[src/rtl/inst_queue.sv]
// Instruction prefetch queue between the MDR read bus and decode: first-word fall-through, zero-latency head.
// in_ready depends only on registered occupancy, so a pop does not make room until the next cycle; a rejected write pulses ovf.
module inst_queue #(
  parameter int WIDTH = 36,
  parameter int DEPTH = 4
) (
  input  logic                         clk,
  input  logic                         rst,
  input  logic [WIDTH-1:0]             in_data,
  input  logic                         in_valid,
  output logic                         in_ready,
  output logic [WIDTH-1:0]             out_data,
  output logic                         out_valid,
  input  logic                         out_ready,
  input  logic                         flush,
  output logic [$clog2(DEPTH+1)-1:0]   count,
  output logic                         ovf
);

  localparam int AW = $clog2(DEPTH);
  localparam int CW = $clog2(DEPTH+1);
  localparam logic [CW-1:0] FULL = CW'(DEPTH);

  logic [WIDTH-1:0] mem [DEPTH];
  logic [AW-1:0]    wr_ptr;
  logic [AW-1:0]    rd_ptr;
  logic             push;
  logic             pop;

  assign in_ready  = (count != FULL);
  assign out_valid = (count != '0);
  assign out_data  = out_valid ? mem[rd_ptr] : '0;
  assign push      = in_valid && in_ready;
  assign pop       = out_valid && out_ready;

  // Storage is never reset; it is unobservable while the queue is empty.
  always_ff @(posedge clk) begin
    if (push && !rst && !flush) begin
      mem[wr_ptr] <= in_data;
    end
  end

  always_ff @(posedge clk) begin
    if (rst) begin
      count  <= '0;
      wr_ptr <= '0;
      rd_ptr <= '0;
      ovf    <= 1'b0;
    end else if (flush) begin
      count  <= '0;
      wr_ptr <= '0;
      rd_ptr <= '0;
      ovf    <= 1'b0;
    end else begin
      ovf <= in_valid && !in_ready;
      if (push) begin
        wr_ptr <= wr_ptr + 1'b1;
      end
      if (pop) begin
        rd_ptr <= rd_ptr + 1'b1;
      end
      if (push && !pop) begin
        count <= count + 1'b1;
      end else if (pop && !push) begin
        count <= count - 1'b1;
      end
    end
  end

endmodule

[config.mk]
export PLATFORM = sky130hd
export DESIGN_NAME = inst_queue
export DESIGN_NICKNAME = d
export VERILOG_FILES = /design/src/rtl/inst_queue.sv
export SDC_FILE = /design/constraint.sdc
export NUM_CORES = 1
export LEC_CHECK = 0
export BUFFER_PORTS_ARGS = -buffer_cell sky130_fd_sc_hd__buf_2
export CORE_ASPECT_RATIO = 1.75
export CORE_UTILIZATION = 45
export CTS_BUF_LIST = sky130_fd_sc_hd__clkbuf_8 sky130_fd_sc_hd__clkbuf_16
export DETAILED_ROUTE_END_ITERATION = 10
export PLACE_DENSITY = 0.76
export SKIP_LAST_GASP = 1
export SYNTH_ARGS = -nofsm -noshare
export SYNTH_HDL_FRONTEND = slang
export SYNTH_SLANG_ARGS = --single-unit
[constraint.sdc]
create_clock -name clk -period 2 [get_ports clk]
set_input_delay 0.2 -clock clk [delete_from_list [all_inputs] [get_ports clk]]
set_output_delay 0.2 -clock clk [all_outputs]
set_load 0.02 [all_outputs]
# Word level (Yosys, flattened, before mapping)
# Memory sizes are Yosys's and may differ from the RTL's. A register that Yosys moved wholly into a read port is not among the register bits.
# Cells that the tools add are included.
[word_totals]
reg_bits = 8
ramBits = 144
in_bits = 41
output_inout_bits = 42
word_cells = 32
n_memories = 1
[mem_list]
columns = ["memory", "words", "word_bits", "rd", "rd_ports_with_merged_regs", "write_ports", "line", "rtl"]
rows = [
  ["mem", 4, 36, 1, 1, 1, "24", "logic [WIDTH-1:0] mem [DEPTH];"],
]
[classes]
n_addsub = 4
eq_ne = 1
muxes = 7
reduce_logical = 15
[op_table]
columns = ["op", "count"]
rows = [
  ["2-to-1 mux 36 bit", 1],
  ["logical AND 1 bit", 7],
  ["2-to-1 mux 3 bit", 2],
  ["logical NOT 1 bit", 5],
  ["adder 2 x 1 -> 2 bit, second input constant", 2],
  ["2-to-1 mux 2 bit", 2],
  ["adder 3 x 1 -> 3 bit, second input constant", 1],
  ["!= test 3 bit, second input constant", 1],
  ["nonzero test 3 bit", 1],
  ["subtractor 3 x 1 -> 3 bit, second input constant", 1],
  ["2-to-1 mux 1 bit", 2],
  ["nonzero test 2 bit", 1],
  ["OR reduction 2 bit", 1],
]

# Depth between registers and ports, before layout
[depth]
depth_word = 6
mapped_depth = 8
ltp_nobuf = 8

# Least setup slack after synthesis
# OpenSTA, ideal clock, no wires.
[synth_path]
kind = "register -> register"
start = "reg count[0]"
end = "mem mem[0][0], enable pin"
arrival_time_ns = 1.849
slack_ns = -0.246
stages_incl_launch_ff = 4
n_path_buf = 0
cell_sequence = "dfxtp_1 nor3b_2 nor2_1 and3_1"
[synth_between]
elab_chain_cells = 6
[synth_rtl]
columns = ["item", "line", "rtl"]
rows = [
  ["start: declaration", "16", "output logic [$clog2(DEPTH+1)-1:0] count,"],
  ["start signal: assignment", "63", "count <= count + 1'b1;"],
  ["start signal: assignment", "65", "count <= count - 1'b1;"],
  ["!= test 3 bit", "30", "assign in_ready = (count != FULL);"],
  ["logical AND 1 bit", "33", "assign push = in_valid && in_ready;"],
  ["via push", "27", "logic push;"],
  ["logical AND 1 bit (2 in a row)", "38", "if (push && !rst && !flush) begin"],
  ["2-to-1 mux 1 bit", "38", ""],
  ["2-to-1 mux 1 bit (not written as such)", "39", "mem[wr_ptr] <= in_data;"],
  ["end: declaration", "24", ""],
]
# The timed path passes the listed nets, and every way through them passes these cells.

==> impl_metrics.toml <==
[layout]
nNetsFinal = 464
n_fill_cell = 1006
area_delta_synth_final_pct = 28.5
drive_above_1_share = 0.426

[worst_setup_path]
path_buf_inv = 2
slowest_stage = "mux4_2"
critPathKind = "flop to output pin"
critPathCaptureType = "output pin"
crit_path_start_kind = "flop"
cp_max_fo = 9
crit_required_ns = 1.80
crit_arrival_ns = 1.86
max_stage_delay_ns = 0.50
crit_family = "multiplexers"
reg2reg_slack_ns = 0.08
crit_chain = "buf_12 > mux4_2 > nor2b_1 > buf_2"

[pwr]
ir_drop_mv = 0.748
netSwitchingPower_mw = 1.83
power_leakage_nw = 2.68
internal-power_mw = 5.69
p_clk_frac = 0.411
switching_share = 0.243
power_density_nw_per_um2 = 978
p_total_mw = 7.51
power_frac_comb = 0.110
share_seq_of_total_power = 0.480

[global_route]
grtUsageTotal = 0.177
first_global_vias = 3327
grt_max_degree = 40
overflow = 0
grt_pass1_wl_um = 17300
antenna_found_initial = 1

[synth]
async_reset_ff_frac = 0
netlist.area_leader.share = 0.723
yosys-top-cells-area = "edfxtp_1 (72%), mux4_2 (14%), nor2b_1 (3.6%), dfxtp_1 (3.3%), ha_1 (1.0%)"
synth_edf_count = 144
syn_area_um2 = 5980
avgSynthCellArea_um2 = 21.2
ys.flop_type = "edfxtp_1"
syn_nets = 329
synth_cells = 282
ys_warn_count = 0
synthTopCellsByCount = "edfxtp_1 (144), mux4_2 (36), nor2b_1 (34)"
ys_seq_area_frac = 0.757
synth_top_area_cell = "edfxtp_1"
post-synth-top-count-cell = "edfxtp_1"
ys_seq_elements = 154
yosysUniqueCellTypes = 29

[routing]
drt_pass1_iterations = 4
wl_um = 10900
route.detailed.drc = 0
vias = 3032
ant_nets = 0
wl_per_cell_um = 18.2
viasPerCell = 5.04
drtIter0Drc = 204

[placed_design]
dp_hpwl_um = 6100
port_buffers = 82
place_ws_ns = -0.0337
place_congestion = 0.688

[clock_network]
cts_tree = "built"
clk_latency_ns = 0.42
clockBufferDepth = 2
cts_made_buffers = 17
cts_root_buf = "clkbuf_16"
htreeDepth = 4
cts.sinks = 154
clkTransAtPathRegs_ns = 0.06

[min_path]
min_path_type = "input port to flop"

[die]
ios = 83
start_util = 0.462
die_w_um = 89.1
dieArea_um2 = 13800
rows = 55
core_um2 = 12900
die_h_um = 154

[timing]
skew_ns = 0.00669
fmax_ghz = 0.486
rsz0062_at_grt = "true"
final_hold_viol_count = 0
drv_slew = 0
setup_viol = 36
period_needed_ns = 2.06
maxSlewHeadroom = 0.780
worstMarginPinSlew_ns = 0.329
setup_slack_ns = -0.0597
fin_crit_sh = 1.03

[run_status]
status = "finished with violations"
violations = "negative setup slack"

[flow_run]
cap_violations = 0
[power by group through the flow]
stage               clock [mW]  combinational (mW)  sequential [mW]
detailed placement           0               0.751             3.66
floorplan                    0               0.466             3.67
global route              3.26               0.893             3.61
global placement             0               0.735             3.66
finish                    3.08               0.826             3.60
CTS                       3.15               0.827             3.60
[final cells by class]
type | instances | area, µm² | area share
clock inverters | 15 | 158 | 0.0205
clock buffers | 17 | 425 | 0.0554
multi-input cells | 109 | 1360 | 0.177
well taps | 171 | 214 | 0.0279
flip-flops and latches | 154 | 4540 | 0.591
repair buffers | 129 | 963 | 0.125
diodes | 1 | 2.50 | 0.000326
inverters | 6 | 22.5 | 0.00293
[metrics by stage]
| step | utilization | instances | TNS (ns) | instance area [µm²] | hold WS [ns] |
|---|---|---|---|---|---|
| final | 0.594 | 602 | -1.20 | 7680 | 0.00547 |
| after floorplan | - | 282 | 0 | 5990 | 0.299 |
| after global placement | 0.515 | 533 | 0 | 6660 | 0.409 |
| after global routing | 0.594 | 602 | -3.76 | 7680 | 0.00194 |
| after CTS | 0.590 | 600 | -2.29 | 7640 | 0.000829 |
| after detailed placement | 0.515 | 533 | -0.0337 | 6660 | 0.419 |
[per-layer routing]
layer	up-vias	track usage	routed length, µm
met3	17	0.0374	366
met2	74	0.308	6100
met4	0	0.0847	244
met5	-	0	0
li1	1406	-	-
met1	1535	0.202	4230
[worst paths after layout]
path	startpoint	to	cells past startpoint
setup / recovery	flop	out_data[34]	4
hold / removal	in_data[17]	mem[0][17]	1
setup reg to reg	count[2]	count[2]	8
hold reg to reg	rd_ptr[1]	flop	2
[registers in the layout, indices dropped and copies added (netlist names), named ones only]
| register | count |
|---|---|
| wr_ptr | 2 |
| count | 3 |
| mem | 144 |
| ovf | 1 |
| rd_ptr | 2 |
[cells in the final DEF, fill, tap and decap left out, drive strengths merged, types with 2 or more instances in the layout]
master,count
clkbuf,18
xor2,3
clkinvlp,3
clkinv,3
o31ai,2
and3,4
edfxtp,144
nor3,2
nor2b,36
buf,96
a21oi,3
nor2,6
o21ai,3
or3,2
inv,14
dfxtp,10
dlygate4sd3,32
ha,5
mux4,36
[cells by family (layout without fill, tap and decap cells)]
family,count (synthesis),in the layout,share of synthesized area
adders and majority gates,6,6,0.0138
muxes,37,37,0.137
and+or+nand+nor,55,55,0.0575
DFF,154,154,0.757
AOI/OAI and AO/OA,8,8,0.00753
xor gates and xnor gates,3,3,0.00440
other,0,1,0
buffers and inverters,19,167,0.0228
[repair_timing]
action,4_1_cts,5_1_grt
gates cloned,2,1
endpoints found under the setup margin,37,37
resized for setup,6,5
endpoints found under the hold margin,124,0
setup buffers,1,0
hold buffers,32,0
pin swaps,2,4
Note: power is estimated with default switching activity, not from simulation.
